`src/rtl/usb_ep_status_bus_if.sv`:
```
// CPU/CSR bus side of the endpoint status RAM bridge: request fields, read data
// and the single-cycle completion strobe.
interface usb_ep_status_bus_if;
  logic [7:0]  bus_addr;
  logic [15:0] bus_wdata;
  logic [1:0]  bus_op;
  logic        bus_we;
  logic        bus_cyc;
  logic [15:0] bus_rdata;
  logic        bus_ack;

  modport master (
    output bus_addr, bus_wdata, bus_op, bus_we, bus_cyc,
    input  bus_rdata, bus_ack
  );

  modport slave (
    input  bus_addr, bus_wdata, bus_op, bus_we, bus_cyc,
    output bus_rdata, bus_ack
  );
endinterface

```
`src/rtl/usb_ep_status_bus.sv`:
```
// Bus-slave bridge onto the endpoint status RAM aux port (fixed 3-cycle read latency).
// Define USB_EP_STATUS_BUS_RMW_EN to build the bit-set / bit-clear read-modify-write path.
module usb_ep_status_bus #(
  parameter int RD_LAT = 3
) (
  input  logic                clk,
  input  logic                rst,
  usb_ep_status_bus_if.slave  bus,
  output logic [7:0]          s_addr_0,
  output logic                s_read_0,
  output logic                s_zero_0,
  output logic                s_write_0,
  output logic [15:0]         s_din_0,
  input  logic [15:0]         s_dout_3,
  input  logic                s_ready_0
);

  localparam int            CW       = $clog2(RD_LAT);
  localparam logic [CW-1:0] CNT_LOAD = CW'(RD_LAT - 1);

`ifdef USB_EP_STATUS_BUS_RMW_EN
  typedef enum logic [2:0] {IDLE, ISSUE, WAIT, RMW_WR, ACK} state_t;
`else
  typedef enum logic [2:0] {IDLE, ISSUE, WAIT, ACK} state_t;
`endif

  state_t        state_reg, state_next;
  logic [CW-1:0] cnt_reg, cnt_next;
  logic          read_reg, read_next;
  logic          write_reg, write_next;
  logic          ack_reg, ack_next;
  logic [7:0]    addr_reg, addr_next;
  logic [15:0]   din_reg, din_next;
  logic [15:0]   rdata_reg, rdata_next;
  logic          req_read;

`ifdef USB_EP_STATUS_BUS_RMW_EN
  logic          rmw_reg, rmw_next;
  logic          clr_reg, clr_next;
  logic [15:0]   mask_reg, mask_next;
  logic [15:0]   modified;
  logic          req_rmw;

  assign req_rmw  = bus.bus_we && (bus.bus_op == 2'b01 || bus.bus_op == 2'b10);
  assign req_read = !bus.bus_we || req_rmw;
  assign modified = clr_reg ? (s_dout_3 & ~mask_reg) : (s_dout_3 | mask_reg);

  always_ff @(posedge clk or posedge rst) begin
    if (rst) begin
      rmw_reg  <= 1'b0;
      clr_reg  <= 1'b0;
      mask_reg <= '0;
    end else begin
      rmw_reg  <= rmw_next;
      clr_reg  <= clr_next;
      mask_reg <= mask_next;
    end
  end
`else
  logic unused_op;
  assign unused_op = ^bus.bus_op;
  assign req_read  = !bus.bus_we;
`endif

  always_ff @(posedge clk or posedge rst) begin
    if (rst) begin
      state_reg <= IDLE;
      cnt_reg   <= '0;
      read_reg  <= 1'b0;
      write_reg <= 1'b0;
      ack_reg   <= 1'b0;
      addr_reg  <= '0;
      din_reg   <= '0;
      rdata_reg <= '0;
    end else begin
      state_reg <= state_next;
      cnt_reg   <= cnt_next;
      read_reg  <= read_next;
      write_reg <= write_next;
      ack_reg   <= ack_next;
      addr_reg  <= addr_next;
      din_reg   <= din_next;
      rdata_reg <= rdata_next;
    end
  end

  always_comb begin
    state_next = state_reg;
    cnt_next   = cnt_reg;
    read_next  = read_reg;
    write_next = write_reg;
    ack_next   = 1'b0;
    addr_next  = addr_reg;
    din_next   = din_reg;
    rdata_next = rdata_reg;
`ifdef USB_EP_STATUS_BUS_RMW_EN
    rmw_next   = rmw_reg;
    clr_next   = clr_reg;
    mask_next  = mask_reg;
`endif
    unique case (state_reg)
      IDLE: begin
        // ack_reg is never high here, but the guard documents that the ack cycle cannot start a command
        if (bus.bus_cyc && !ack_reg) begin
          addr_next  = bus.bus_addr;
          din_next   = bus.bus_wdata;
          rdata_next = '0;
          read_next  = req_read;
          write_next = !req_read;
`ifdef USB_EP_STATUS_BUS_RMW_EN
          rmw_next   = req_rmw;
          clr_next   = (bus.bus_op == 2'b10);
          mask_next  = bus.bus_wdata;
`endif
          state_next = ISSUE;
        end
      end
      ISSUE: begin
        if (s_ready_0) begin
          read_next  = 1'b0;
          write_next = 1'b0;
          if (write_reg) begin
            ack_next   = 1'b1;
            state_next = ACK;
          end else begin
            cnt_next   = CNT_LOAD;
            state_next = WAIT;
          end
        end
      end
      WAIT: begin
        if (cnt_reg == '0) begin
          // rdata keeps the pre-modify word for RMW so the ack reports it
          rdata_next = s_dout_3;
`ifdef USB_EP_STATUS_BUS_RMW_EN
          if (rmw_reg) begin
            din_next   = modified;
            write_next = 1'b1;
            state_next = RMW_WR;
          end else begin
            ack_next   = 1'b1;
            state_next = ACK;
          end
`else
          ack_next   = 1'b1;
          state_next = ACK;
`endif
        end else begin
          cnt_next = cnt_reg - 1'b1;
        end
      end
`ifdef USB_EP_STATUS_BUS_RMW_EN
      RMW_WR: begin
        if (s_ready_0) begin
          write_next = 1'b0;
          ack_next   = 1'b1;
          state_next = ACK;
        end
      end
`endif
      ACK: begin
        state_next = IDLE;
      end
      default: begin
        state_next = IDLE;
      end
    endcase
  end

  assign s_addr_0      = addr_reg;
  assign s_read_0      = read_reg;
  assign s_write_0     = write_reg;
  assign s_din_0       = din_reg;
  assign s_zero_0      = 1'b0;
  assign bus.bus_ack   = ack_reg;
  assign bus.bus_rdata = rdata_reg;

endmodule
```
`src/flat_wrapper.sv`:
```
// flat-port wrapper written by rule: the top's interface ports become plain ports
module usb_ep_status_bus_flat 
#(
  parameter int RD_LAT = 3
)
  (clk, rst, s_addr_0, s_read_0, s_zero_0, s_write_0, s_din_0, s_dout_3, s_ready_0, bus_bus_addr, bus_bus_wdata, bus_bus_op, bus_bus_we, bus_bus_cyc, bus_bus_rdata, bus_bus_ack);
  usb_ep_status_bus_if bus_i ();
  input  logic clk;
  input  logic rst;
  output logic [7:0] s_addr_0;
  output logic s_read_0;
  output logic s_zero_0;
  output logic s_write_0;
  output logic [15:0] s_din_0;
  input  logic [15:0] s_dout_3;
  input  logic s_ready_0;
  input wire logic [$bits(bus_i.bus_addr)-1:0] bus_bus_addr;
  input wire logic [$bits(bus_i.bus_wdata)-1:0] bus_bus_wdata;
  input wire logic [$bits(bus_i.bus_op)-1:0] bus_bus_op;
  input wire logic [$bits(bus_i.bus_we)-1:0] bus_bus_we;
  input wire logic [$bits(bus_i.bus_cyc)-1:0] bus_bus_cyc;
  output wire logic [$bits(bus_i.bus_rdata)-1:0] bus_bus_rdata;
  output wire logic [$bits(bus_i.bus_ack)-1:0] bus_bus_ack;
  assign bus_i.bus_addr = bus_bus_addr;
  assign bus_i.bus_wdata = bus_bus_wdata;
  assign bus_i.bus_op = bus_bus_op;
  assign bus_i.bus_we = bus_bus_we;
  assign bus_i.bus_cyc = bus_bus_cyc;
  assign bus_bus_rdata = bus_i.bus_rdata;
  assign bus_bus_ack = bus_i.bus_ack;
  usb_ep_status_bus #(.RD_LAT(RD_LAT)) u_core (.clk(clk), .rst(rst), .bus(bus_i), .s_addr_0(s_addr_0), .s_read_0(s_read_0), .s_zero_0(s_zero_0), .s_write_0(s_write_0), .s_din_0(s_din_0), .s_dout_3(s_dout_3), .s_ready_0(s_ready_0));
endmodule
```
`config.mk`:
```
export PLATFORM = sky130hd
export DESIGN_NAME = usb_ep_status_bus_flat
export DESIGN_NICKNAME = d
export VERILOG_FILES = /design/src/rtl/usb_ep_status_bus_if.sv /design/src/rtl/usb_ep_status_bus.sv /design/src/flat_wrapper.sv
export SDC_FILE = /design/constraint.sdc
export NUM_CORES = 1
export LEC_CHECK = 0
export ABC_AREA = 1
export BUFFER_PORTS_ARGS = -buffer_cell sky130_fd_sc_hd__buf_2
export CORE_MARGIN = 2
export CORE_UTILIZATION = 30
export CTS_CLUSTER_DIAMETER = 200
export DETAILED_ROUTE_END_ITERATION = 12
export PLACE_DENSITY = 0.6
export SETUP_SLACK_MARGIN = 0.3
export SYNTH_ARGS = -nofsm -noshare
export SYNTH_HDL_FRONTEND = slang
export SYNTH_SLANG_ARGS = --single-unit
```
`constraint.sdc`:
```
create_clock -name clk -period 3.87 [get_ports clk]
set_input_delay 0 -clock clk [delete_from_list [all_inputs] [get_ports clk]]
set_output_delay 0 -clock clk [all_outputs]
set_load 0.02 [all_outputs]
```
==> results of run 1 <==
[metrics by stage]
step / instances / power (mW) / cell area [um^2]
6_report: 473 / 2.24 / 3090
2_1_floorplan: 262 / 1.60 / 2190
3_5_place_dp: 436 / 1.90 / 2690
5_1_grt: 473 / 2.47 / 3090
4_1_cts: 473 / 2.28 / 3090
3_3_place_gp: 436 / 1.88 / 2690
[per-layer routing]
metal | vias up | part of all wire [%]
met5 | - | 0
met3 | 4 | 3.1
met1 | 886 | 44
li1 | 1018 | -
met2 | 44 | 52
met4 | 0 | 1.1
[report_power, final]
group / leakage, nW / total (mW) / switching (mW) / internal, mW
combinational: 1.11 / 1.11 / 0.742 / 0.369
sequential: 0.603 / 0.785 / 0.103 / 0.682
clock: 0.0513 / 0.343 / 0.153 / 0.189
[worst reg2reg max path, stage by stage (launching register included)]
cell	delay, ps
dfrtp_1	430
inv_1	130
ha_1	280
nand3_2	640
o21ai_0	440
[cell families after synthesis]
group                    count (synthesis)
AO/OA/AOI/OAI                           28
buffers and inverters                   49
other                                    1
AND/OR/NAND/NOR                        130
flip-flops                              47
adder cells (fa/ha/maj)                  7
[timing repair]
action | CTS | global route
hold buffers | 30 | 0
endpoints found under the hold margin | 76 | 0
setup endpoints to repair | 0 | 0
[final cells by class]
class                           instances  area (um^2)  area share (%)
Inverter                               37          139            4.49
Timing Repair Buffer                  117          736            23.8
Tap cell                               99          124            4.01
Sequential cell                        47         1180            38.0
Clock buffer                            6         72.6            2.35
Multi-Input combinational cell        166          815            26.3
Clock inverter                          1         30.0           0.971
[placed cells by master, fill, tap and decap left out, types with 3 or more instances in the layout]
cell	instances
dlygate4sd3_1	30
clkbuf_8	5
nand3_1	5
o21ai_0	20
nand4_1	3
buf_2	87
a21oi_1	4
nand3b_1	16
nor2_1	9
o21ai_1	4
dfrtp_1	47
nand2_1	94
inv_1	36
ha_1	7
[how the worst max path moves through the flow]
stage	depth (start not counted)	slack [ps]	to	from
after global routing	4	1540	u_core.s_din_0[8]$_DFFE_PP0P_	u_core.state_reg[0]$_DFFE_PP0P_
after detailed placement	4	1770	u_core.s_din_0[8]$_DFFE_PP0P_	u_core.state_reg[0]$_DFFE_PP0P_
after CTS	4	1750	u_core.s_din_0[8]$_DFFE_PP0P_	u_core.state_reg[0]$_DFFE_PP0P_
after floorplan	8	2440	u_core.bus.bus_rdata[10]$_DFFE_PP0P_	u_core.state_reg[0]$_DFFE_PP0P_
after global placement	4	1890	u_core.s_din_0[4]$_DFFE_PP0P_	u_core.state_reg[0]$_DFFE_PP0P_
final	4	1850	u_core.s_din_0[8]$_DFFE_PP0P_	u_core.state_reg[0]$_DFFE_PP0P_
==> results.json, run 1 <==
{
  "start_util_pct": 30.5,
  "cap_violations": 0,
  "yosysTopAreaCellShare_pct": 53.7,
  "r2r-end": "u_core.s_din_0[8]$_DFFE_PP0P_",
  "synthTopCellsByCount": "nand2_1 (94), dfrtp_1 (47), inv_1 (37)",
  "hold_path_class": "input pin to flip-flop",
  "first_iter_violations": 61,
  "final_layout_size_suffix_gt1_share_pct": 25.9,
  "ys.flop_type": "dfrtp_1",
  "first_pass_iters": 4,
  "fin_crit_ps": 2020,
  "critPathMaxStageDelay_ps": 640,
  "antenna_found_initial": 0,
  "cts_tree": "done",
  "io_pins": 91,
  "cp.arrival_ps": 2200,
  "hold_end": "u_core.bus.bus_rdata[4]$_DFFE_PP0P_",
  "worst_r2r_path_depth": 4,
  "via_count": 1952,
  "min-delay-start": "s_dout_3[4]",
  "reg2reg_from": "u_core.state_reg[0]$_DFFE_PP0P_",
  "drcViolationCount": 0,
  "slew_viol_final": 0,
  "slowest_stage": "nand3_2",
  "syn-cell-area_mm2": 0.00219,
  "synth_compound_area_share_pct": 6.39,
  "numPortBuffers": 87,
  "syn_area_per_cell_um2": 8.37,
  "clock_tree.root_cell": "clkbuf_8",
  "synthCells": 262,
  "max_slew_margin_pct": 33.5,
  "synthArstFlopShare_pct": 100,
  "fin_crit_sh_pct": 52.2,
  "max_freq_mhz": 495,
  "ctsResizeCount": 0,
  "crit_chain": "inv_1 > ha_1 > nand3_2 > o21ai_0",
  "yosys.area.top_type": "dfrtp_1",
  "use_met1_pct": 15.9,
  "r2r_slack_ps": 1850,
  "die-height_um": 89.5,
  "die_w_um": 89.5,
  "rows": 31,
  "setup_viol": 0,
  "finClkSkew_ps": 6.68,
  "synth_most_common_cell": "nand2_1",
  "synth-adder-area-share_pct": 4.00,
  "leakagePower_nw": 1.76,
  "diodes": 0,
  "grt_pass1_wl_um": 8240,
  "synth_top_family_by_area": "simple AND/OR/NAND/NOR gates",
  "drt-total-wl_um": 5010,
  "endpoint_kind": "flip-flop",
  "place.gp.congestion": 0.837,
  "powerDensity_mw_per_mm2": 724,
  "setup_tns_ps": 0,
  "synthToLayoutAreaGrowth_pct": 41.0,
  "grt_overflow": 0,
  "dieArea_mm2": 0.00801,
  "cpLargestDelayFamily": "simple AND/OR/NAND/NOR gates",
  "clk_pin_slew_ps": 90,
  "hold_depth": 4,
  "crit_type": "flip-flop to flip-flop",
  "crit_fanout": 48,
  "path_buf_inv": 1,
  "h-tree-depth": 2,
  "cts_setup_buffers": 0,
  "synthXorXnorAreaFrac_pct": 0,
  "cts_buffers": 5,
  "hold_viol_final": 0,
  "num-fill-cells": 725,
  "vdd_drop_max_mv": 0.227,
  "worst_ep_required_time_ps": 4050,
  "dpl_worst_slack_ps": 1770,
  "yosys.area_share.simple_pct": 26.4,
  "clockBufferDepth": 2,
  "final_nets": 428,
  "grt_max_degree": 49,
  "synth_edf_count": 0,
  "muxShareOfSynthArea_pct": 0,
  "synth.area.top_cells": "dfrtp_1 (54%), nand2_1 (16%), inv_1 (6.3%), nand3b_1 (5.5%), o21ai_0 (4.6%)",
  "synth-seq-cells": 47,
  "grt_setup_unrepaired": "false",
  "yosysWarnings": 0,
  "track_usage_pct": 13.1,
  "grt-busiest-layer": "met2",
  "wire_per_inst_um": 10.6,
  "grt_pass1_vias": 1853,
  "startpoint_type": "flip-flop",
  "setup_ws_ps": 1850,
  "via_per_inst": 4.13,
  "met2_usage_pct": 23.7,
  "cts_sinks": 47,
  "ant_nets": 0,
  "post-route-util_pct": 43.1,
  "grt_util_met3_pct": 2.49,
  "synthDistinctLibCells": 18,
  "synth_nets": 316,
  "core_area_mm2": 0.00718,
  "status": "finished clean",
  "dp_hpwl_um": 3400,
  "clk_latency_ps": 290,
  "tightest_slew_ps": 996,
  "whs_ps": 10.8,
  "yosysSeqAreaShare_pct": 53.7
}
Note: power is estimated with default switching activity, not from simulation.
==> inputs of run 2 (changes only) <==
--- a/config.mk
+++ b/config.mk
@@ -5,13 +5,13 @@
 export SDC_FILE = /design/constraint.sdc
 export NUM_CORES = 1
 export LEC_CHECK = 0
-export ABC_AREA = 1
+export ABC_AREA = 0
 export BUFFER_PORTS_ARGS = -buffer_cell sky130_fd_sc_hd__buf_2
 export CORE_MARGIN = 2
 export CORE_UTILIZATION = 30
 export CTS_CLUSTER_DIAMETER = 200
 export DETAILED_ROUTE_END_ITERATION = 12
-export PLACE_DENSITY = 0.6
+export PLACE_DENSITY = 0.61
 export SETUP_SLACK_MARGIN = 0.3
 export SYNTH_ARGS = -nofsm -noshare
 export SYNTH_HDL_FRONTEND = slang
==> constraint.sdc (replaced) <==
create_clock -name clk -period 2.1 [get_ports clk]
set_input_delay 0 -clock clk [delete_from_list [all_inputs] [get_ports clk]]
set_output_delay 0 -clock clk [all_outputs]
set_load 0.02 [all_outputs]
==> results.json, run 2 <==
{
  "hold_depth": 3,
  "crit_type": "flip-flop to flip-flop",
  "crit_fanout": 5,
  "placed_cell_area_mm2": 0.00262,
  "clockBufferDepth": 2,
  "total_power_mw": 4.44,
  "dieArea_mm2": 0.00760,
  "place.gp.congestion": 0.733,
  "status": "finished clean",
  "leakagePower_nw": 1.56,
  "slowest_stage": "dfrtp_1",
  "synth_edf_count": 0,
  "powerDensity_mw_per_mm2": 1420,
  "slew_viol_final": 0,
  "cpLargestDelayFamily": "flip-flops",
  "synthTopCellsByCount": "dfrtp_1 (47), mux2_2 (28), inv_1 (23)",
  "synth_compound_area_share_pct": 2.59,
  "startpoint_type": "flip-flop",
  "syn-cell-area_mm2": 0.00208,
  "yosysTopAreaCellShare_pct": 56.7,
  "multiInputGateArea_um2": 781,
  "die-height_um": 87.2,
  "critPathMaxStageDelay_ps": 430,
  "max_freq_mhz": 594,
  "grt_pass1_vias": 1685,
  "yosys.area_share.simple_pct": 5.85,
  "clock_tree.root_cell": "clkbuf_8",
  "fin_crit_ps": 1680,
  "drt-total-wl_um": 4570,
  "final_common_cell": "buf_2",
  "start_util_pct": 30.7,
  "hold_path_class": "input pin to flip-flop",
  "synth_nets": 218,
  "path_buf_inv": 1,
  "vdd_drop_max_mv": 0.608,
  "synth-adder-area-share_pct": 4.22,
  "seqCellArea_mm2": 0.00118,
  "synthArstFlopShare_pct": 100,
  "met1Wirelength_um": 2050,
  "h-tree-depth": 2,
  "synthDistinctLibCells": 21,
  "setup_tns_ps": 0,
  "yosysWarnings": 0,
  "layout_common_cells": "buf_2 (87), dfrtp_1 (47), dlygate4sd3_1 (41)",
  "synthToLayoutAreaGrowth_pct": 50.8,
  "num-fill-cells": 612,
  "cp.arrival_ps": 1870,
  "via_count": 1623,
  "grt_overflow": 0,
  "first_pass_iters": 4,
  "post-route-util_pct": 46.3,
  "wire_per_inst_um": 12.0,
  "worst_ep_required_time_ps": 2290,
  "finClkSkew_ps": 9.22,
  "hold_viol_final": 0,
  "syn_area_per_cell_um2": 12.7,
  "ant_nets": 0,
  "via_per_inst": 4.27,
  "synthXorXnorAreaFrac_pct": 0,
  "yosysSeqAreaShare_pct": 56.7,
  "grt_setup_unrepaired": "false",
  "synth.area.top_cells": "dfrtp_1 (57%), mux2_2 (15%), mux2i_1 (9.2%), ha_1 (4.2%), inv_1 (4.2%)",
  "antenna_found_initial": 0,
  "synth-seq-cells": 47,
  "muxShareOfSynthArea_pct": 24.4,
  "diodes": 0,
  "first_iter_violations": 42,
  "dp_hpwl_um": 3060,
  "grt_pass1_wl_um": 7280,
  "synth_top_family_by_area": "multiplexers",
  "rows": 30,
  "cts_buffers": 5,
  "ys.flop_type": "dfrtp_1",
  "numPortBuffers": 87,
  "io_pins": 91,
  "cts_sinks": 47,
  "whs_ps": 14.1,
  "route.met2.wl_um": 2200,
  "clk_latency_ps": 300,
  "highest_layer": "met4",
  "endpoint_kind": "flip-flop",
  "worst_r2r_path_depth": 4,
  "drcViolationCount": 0,
  "cap_violations": 0,
  "clk_pin_slew_ps": 90,
  "synthCells": 164,
  "final_cell_area_mm2": 0.00313,
  "setup_viol": 0,
  "core_area_mm2": 0.00676,
  "yosys.area.top_type": "dfrtp_1",
  "cts_tree": "done",
  "grt_max_degree": 25,
  "crit_chain": "inv_1 > ha_1 > a221oi_2 > mux2_2",
  "final_nets": 353,
  "wl_met3_um": 277,
  "final_layout_size_suffix_gt1_share_pct": 45.0,
  "fin_crit_sh_pct": 80.2,
  "track_usage_pct": 12.1,
  "cts_setup_buffers": 0,
  "die_w_um": 87.2,
  "synth_most_common_cell": "dfrtp_1",
  "worstSetupPathDepth": 4
}
run 2: changes by cell type after synthesis, moves of 14 or more:
| cell | change |
|---|---|
| inv_1 | -14 |
| mux2i_1 | +19 |
| mux2_2 | +28 |
| o21ai_0 | -20 |
| nand3b_1 | -16 |
| nand2_1 | -76 |
run 2: power by group:
part	total, mW	switching (mW)	internal, mW
Clock	0.561	0.328	0.232
Combinational	2.34	1.30	1.04
Sequential	1.54	0.209	1.34
run 2: final timing paths:
path,from,slack (ps),endpoint
max in group asynchronous,rst,1290,u_core.s_din_0[13]$_DFFE_PP0P_
min in group asynchronous,rst,230,u_core.bus.bus_rdata[1]$_DFFE_PP0P_
worst max register to register,u_core.state_reg[0]$_DFFE_PP0P_,420,u_core.cnt_reg[1]$_DFFE_PP0P_
worst max-delay path,u_core.state_reg[0]$_DFFE_PP0P_,420,u_core.cnt_reg[1]$_DFFE_PP0P_
worst min-delay path,s_ready_0,10,u_core.bus.bus_ack$_DFF_PP0_
worst min register to register,u_core.s_din_0[8]$_DFFE_PP0P_,510,u_core.s_din_0[8]$_DFFE_PP0P_
run 2: area by class of cell:
type	count	share of cell area (%)
inverter	23	2.76
sequential	47	37.6
multi-input combinational	88	24.9
timing repair buffer	134	28.7
clock buffer	5	2.20
tap	80	3.20
clock inverter	3	0.639
run 2: timing repair:
item | 4_1_cts | 5_1_grt
setup endpoints to repair | 0 | 40
hold endpoints to repair | 57 | 0
resized for setup | 0 | 4
hold buffers | 41 | 0
run 2: logic make-up (layout without fill, tap and decap cells):
logic type               after synthesis  in the layout
multiplexers                          47             47
buffers and inverters                 29            165
other                                  1              1
AO/OA/AOI/OAI                          6              6
flip-flops                            47             47
AND/OR/NAND/NOR                       27             27
adder cells (fa/ha/maj)                7              7
run 2: per-stage QoR:
| stage | instances | setup WS, ps |
|---|---|---|
| floorplan | 164 | 433 |
| global placement | 331 | 347 |
| detailed placement | 331 | 317 |
| CTS | 380 | 300 |
| global route | 380 | 300 |
| finish | 380 | 415 |
run 2: routing by layer:
layer	track usage (%)	vias up
met2	21.6	52
met3	3.32	5
met4	3.36	0
li1	-	801
met1	14.1	765
met5	0	-
run 2: worst min-delay path: cells and delay by family:
kind | cells | cell delay, ps
buf+inv | 1 | 100
compound gates | 1 | 90
simple gates | 1 | 80
